[src/rtl/buffer_n_ctrl.sv]
// buffer_n_ctrl: NORTH bridge buffer sequencer; sliced Port A fill, then multi-pass Port B stream-out with backpressure.
module buffer_n_ctrl #(
    parameter int TOTAL_MODULES   = 3,
    parameter int NUM_BEATS       = 4,
    parameter int NUM_READ_PASSES = 2,
    parameter int ROW_X           = 16,
    parameter int COL_X           = 10,
    localparam int TOTAL_DEPTH    = ROW_X * COL_X,
    localparam int ADDR_WIDTH     = $clog2(TOTAL_DEPTH),
    localparam int IDX_WIDTH      = TOTAL_MODULES > 1 ? $clog2(TOTAL_MODULES) : 1
) (
    input  logic                  clk,
    input  logic                  rst_n,
    input  logic                  in_valid,
    output logic                  in_ready,
    output logic [IDX_WIDTH-1:0]  slicing_idx,
    output logic                  bank0_ena,
    output logic                  bank0_wea,
    output logic [ADDR_WIDTH-1:0] bank0_addra,
    output logic                  bank0_enb,
    output logic [ADDR_WIDTH-1:0] bank0_addrb,
    output logic                  out_valid,
    input  logic                  out_ready,
    output logic                  out_last,
    output logic                  done
);
    localparam int USED_DEPTH = TOTAL_MODULES * NUM_BEATS;
    localparam int BEAT_W     = NUM_BEATS > 1 ? $clog2(NUM_BEATS) : 1;
    localparam int RD_W       = $clog2(USED_DEPTH + 1);
    localparam int PASS_W     = $clog2(NUM_READ_PASSES + 1);

    if (USED_DEPTH > TOTAL_DEPTH) begin : g_depth_check
        $error("buffer_n_ctrl: TOTAL_MODULES*NUM_BEATS exceeds ROW_X*COL_X");
    end

    typedef enum logic {S_WRITE, S_READ} state_t;

    state_t              state, state_nxt;
    logic [IDX_WIDTH-1:0] idx_cnt;
    logic [BEAT_W-1:0]    beat_cnt;
    logic [RD_W-1:0]      rd_addr;
    logic [PASS_W-1:0]    pass_cnt;
    logic                 wr_go, idx_last, beat_last, issue, rd_last, final_acc;

    always_comb begin
        wr_go       = rst_n && state == S_WRITE && in_valid;
        idx_last    = idx_cnt == IDX_WIDTH'(TOTAL_MODULES - 1);
        beat_last   = beat_cnt == BEAT_W'(NUM_BEATS - 1);
        issue       = rst_n && state == S_READ && rd_addr < RD_W'(USED_DEPTH) && (!out_valid || out_ready);
        rd_last     = rd_addr == RD_W'(USED_DEPTH - 1);
        final_acc   = state == S_READ && out_valid && out_ready && out_last && pass_cnt == PASS_W'(NUM_READ_PASSES);
        in_ready    = wr_go && idx_last;
        bank0_ena   = wr_go;
        bank0_wea   = wr_go;
        slicing_idx = idx_cnt;
        // module-major layout: each slice owns a contiguous run of NUM_BEATS words
        bank0_addra = ADDR_WIDTH'(32'(idx_cnt) * NUM_BEATS + 32'(beat_cnt));
        bank0_enb   = issue;
        bank0_addrb = ADDR_WIDTH'(rd_addr);
        state_nxt   = state;
        if (wr_go && idx_last && beat_last) state_nxt = S_READ;
        if (final_acc) state_nxt = S_WRITE;
    end

    always_ff @(posedge clk) begin
        if (!rst_n) begin
            state     <= S_WRITE;
            idx_cnt   <= '0;
            beat_cnt  <= '0;
            rd_addr   <= '0;
            pass_cnt  <= '0;
            out_valid <= 1'b0;
            out_last  <= 1'b0;
            done      <= 1'b0;
        end else begin
            state <= state_nxt;
            done  <= final_acc;
            if (wr_go) begin
                idx_cnt <= idx_last ? '0 : idx_cnt + 1'b1;
                if (idx_last) beat_cnt <= beat_last ? '0 : beat_cnt + 1'b1;
            end
            if (issue) begin
                out_valid <= 1'b1;
                out_last  <= rd_last;
                if (rd_last) begin
                    pass_cnt <= pass_cnt + 1'b1;
                    // parking at USED_DEPTH blocks issue until the final word drains
                    rd_addr  <= pass_cnt == PASS_W'(NUM_READ_PASSES - 1) ? RD_W'(USED_DEPTH) : '0;
                end else begin
                    rd_addr <= rd_addr + 1'b1;
                end
            end else if (out_valid && out_ready) begin
                out_valid <= 1'b0;
                out_last  <= 1'b0;
            end
            if (final_acc) begin
                pass_cnt <= '0;
                rd_addr  <= '0;
            end
        end
    end
endmodule

[config.mk]
export PLATFORM = sky130hd
export DESIGN_NAME = buffer_n_ctrl
export DESIGN_NICKNAME = d
export VERILOG_FILES = /design/src/rtl/buffer_n_ctrl.sv
export SDC_FILE = /design/constraint.sdc
export NUM_CORES = 1
export LEC_CHECK = 0
export BUFFER_PORTS_ARGS = -buffer_cell sky130_fd_sc_hd__buf_2
export CAP_MARGIN = 15
export CORE_ASPECT_RATIO = 1.25
export CORE_MARGIN = 5
export CORE_UTILIZATION = 40
export CTS_BUF_LIST = sky130_fd_sc_hd__clkbuf_4 sky130_fd_sc_hd__clkbuf_8 sky130_fd_sc_hd__clkbuf_16
export DETAILED_ROUTE_END_ITERATION = 6
export PLACE_DENSITY_LB_ADDON = 0.2
export SETUP_SLACK_MARGIN = 0.02
export SLEW_MARGIN = 20
export SYNTH_ARGS = -nofsm -noshare
export SYNTH_HDL_FRONTEND = slang
export SYNTH_SLANG_ARGS = --single-unit
[constraint.sdc]
create_clock -name clk -period 1.45 [get_ports clk]
set_input_delay 0.0725 -clock clk [delete_from_list [all_inputs] [get_ports clk]]
set_output_delay 0.0725 -clock clk [all_outputs]
set_load 0.1 [all_outputs]
==> metrics.md <==
| Metric | Value |
|---|---|
| Row Count | 17 |
| First-pass GRT wire length | approximately 2.5 mm |
| Library cells used by synthesis | 26 |
| Max VDD drop | ~0.00043 V |
| CTS tree | yes |
| Synth warn | 0 |
| Clock power share | roughly 27% |
| Routability cong. | between 0.7 and 0.8 |
| DRC | 0 |
| Die Y | ~60 µm |
| Antenna cell count | 0 |
| Largest net degree at the start of global routing | 10 |
| Post-Synthesis Cells | just under 90 |
| WP data required | 1380 ps |
| Synth Register Bits | 14 |
| Pint | 498 µW |
| Seq/Total Area, Yosys | around 37% |
| Via count | 655 |
| Design area | just over 0.001 mm² |
| WHS | 94.4 ps |
| DR WL/cell | between 10 and 15 µm |
| Initial antenna violation count | 0 |
| CP Capture Type | primary output |
| Setup CP Type | flop to primary output |
| Min cycle time layout | roughly 1400 ps |
| Final setup viols | 0 |
| Switching Fraction | between 30 and 40% |
| Die X-Extent | 49.2 µm |
| Post-route ant nets | 0 |
| Max stage delay on crit path | 340 ps |
| Worst hold-check path type | input pin to flop |
| Routed WL | 1.56 mm |
| GRT overflow | 0 |
| Initial Util | 42.4% |
| Detailed placement HPWL | 1.20 mm |
| CTS Hold Bufs | 0 |
| Syn avg cell area | about 8.6 µm² |
| Full die area | 0.00290 mm² |
| H-tree level count | 1 |
| Power per cell area | 769 mW/mm² |
| Final Worst Setup Slack | 22.7 ps |
| Worst-path fanout max | 2 |
| EDFF count, synth | 0 |
| Max-slew violations | 0 |
| Sequential power share | 47.8% |
| CTS Sinks | 14 |
| # port buffers | 20 |
| Layout cells sized above 1 | between 40% and 50% |
| Vias per cell | approximately 4.9 |
| DP Area | 972 µm² |
| Mapped cell area | 767 µm² |
| Cell count after placement | 127 |
| Startpoint Class | flop |
| CP max stage cell | dfxtp_4 |
| Worst-Skew Late Latency | 280 ps |
| Vias in the first global route | between 600 and 700 |
| Crit-path cells | nand3b_1 > nor3b_4 > buf_6 > buf_12 |
| Unrepaired setup endpoints after global routing | true |
| Clk slew on worst S/H paths | 80 ps |
| Status | finished, final reports clean |
| Area Growth Syn to Fin | 34.4% |
| Leakage | roughly 0.46 nW |
| Gr usage total | a little under an eighth |
| Final Cycle Share | a little over nine tenths |
| WP data arrival | approximately 1400 ps |
| Final #Nets | 125 |
| Fmax | around 700 MHz |
| Drt first pass iters | 2 |
| DP Worst Slack | between 100 and 150 ps |
| Clock skew | about 3.7 ps |
| Fin cells | roughly 130 |
| First DRT Iteration DRCs | 12 |
| Async set-reset flop share out of synthesis | 0% |
| Maxcap violations | 0 |
| Power Total | 793 µW |
| Final hold vios | 0 |
| NetSw | 295 µW |
| Clock Tree Buf Depth | 2 |
| Prevailing post-synth register cell | dfxtp_1 |
| IO Count | 29 |
| Clk root buf | clkbuf_4 |
| Comb pwr share | 25.3% |
| Core Area | 0.00181 mm² |
| Total CTS buffers | 3 |
==> metal layers <==
layer	part of all wire, %	global-route usage (%)
met1	38	10.7
met2	51	20.3
met3	9.2	3.80
met4	2.3	8.08
met5	0	0
==> final timing paths <==
check	from	to	slack, ps	cells after the start
worst max register to register	out_valid$_SDFFE_PN0P_	rd_addr[3]$_SDFFE_PP0P_	100	4
worst min-delay path	rst_n	out_last$_SDFFE_PN0P_	90	3
worst min register to register	pass_cnt[1]$_SDFFE_PP0P_	pass_cnt[1]$_SDFFE_PP0P_	480	2
worst max-delay path	state$_SDFFE_PP0P_	in_ready	20	4
==> power groups by stage <==
stage / Clock, mW / Sequential [mW] / Combinational [mW]
global route: 0.248 / 0.380 / 0.205
global placement: 0 / 0.390 / 0.199
detailed placement: 0 / 0.391 / 0.199
floorplan: 0 / 0.410 / 0.169
finish: 0.213 / 0.379 / 0.201
CTS: 0.227 / 0.379 / 0.201
==> logic make-up (layout without fill, tap and decap cells) <==
family | after synthesis | in the layout | share of synthesized area (%)
other | 1 | 8 | 0.489
buffers and inverters | 18 | 37 | 14.2
multiplexers | 3 | 3 | 3.92
AND/OR/NAND/NOR | 34 | 34 | 26.8
XOR/XNOR | 1 | 1 | 1.14
AO/OA/AOI/OAI | 14 | 14 | 10.4
flip-flops | 14 | 14 | 36.5
adder cells (fa/ha/maj) | 4 | 4 | 6.53
==> synth_stat cells, types with 2 or more instances <==
library cell  number  area (µm²)
ha_1               4        50.1
inv_1              7        26.3
nand2_1           10        37.5
o21ai_0            3        15.0
nand3_1            2        10.0
buf_4             11        82.6
dfxtp_1           14         280
nor2_1            11        41.3
mux2i_1            3        30.0
a21oi_1            8        40.0
==> cell usage in the layout, fill, tap and decap left out, types with 2 or more instances in the layout <==
master / count
nor2_1: 11
conb_1: 8
dfxtp_2: 2
buf_12: 4
dfxtp_4: 7
dfxtp_1: 5
nand2_1: 10
clkbuf_4: 3
inv_1: 5
mux2i_1: 3
ha_1: 3
o21ai_0: 3
a21oi_1: 8
buf_2: 16
buf_4: 6
==> registers in the layout (all words and copies together) (netlist names) <==
register / flops
state: 1
beat_cnt: 2
done: 1
pass_cnt: 2
out_valid: 1
slicing_idx: 2
rd_addr: 4
out_last: 1
==> what timing repair did <==
item	4_1_cts	5_1_grt
gates resized for setup	3	0
buffers inserted	2	2
setup endpoints to repair	3	2
pin swaps	1	1
==> worst max-delay path: cells and delay by family, from the launching register on <==
family                 cells  cell delay (ps)
buffers and inverters      2              290
flip-flops                 1              340
AND/OR/NAND/NOR            2              440
==> final cells by class <==
type | instances | area, µm²
Fill cell | 171 | 777
Clock buffer | 3 | 22.5
Inverter | 7 | 30.0
Timing Repair Buffer | 27 | 216
Sequential cell | 14 | 309
Tap cell | 19 | 23.8
Multi-Input combinational cell | 64 | 429
==> through the flow <==
step / TNS, ps / util, %
after floorplan: -2040 / -
after global placement: 0 / 53.8
after detailed placement: 0 / 53.8
after CTS: -10.3 / 56.2
after global routing: -40.3 / 57.0
final: 0 / 57.0
Note: power is estimated with default switching activity, not from simulation.
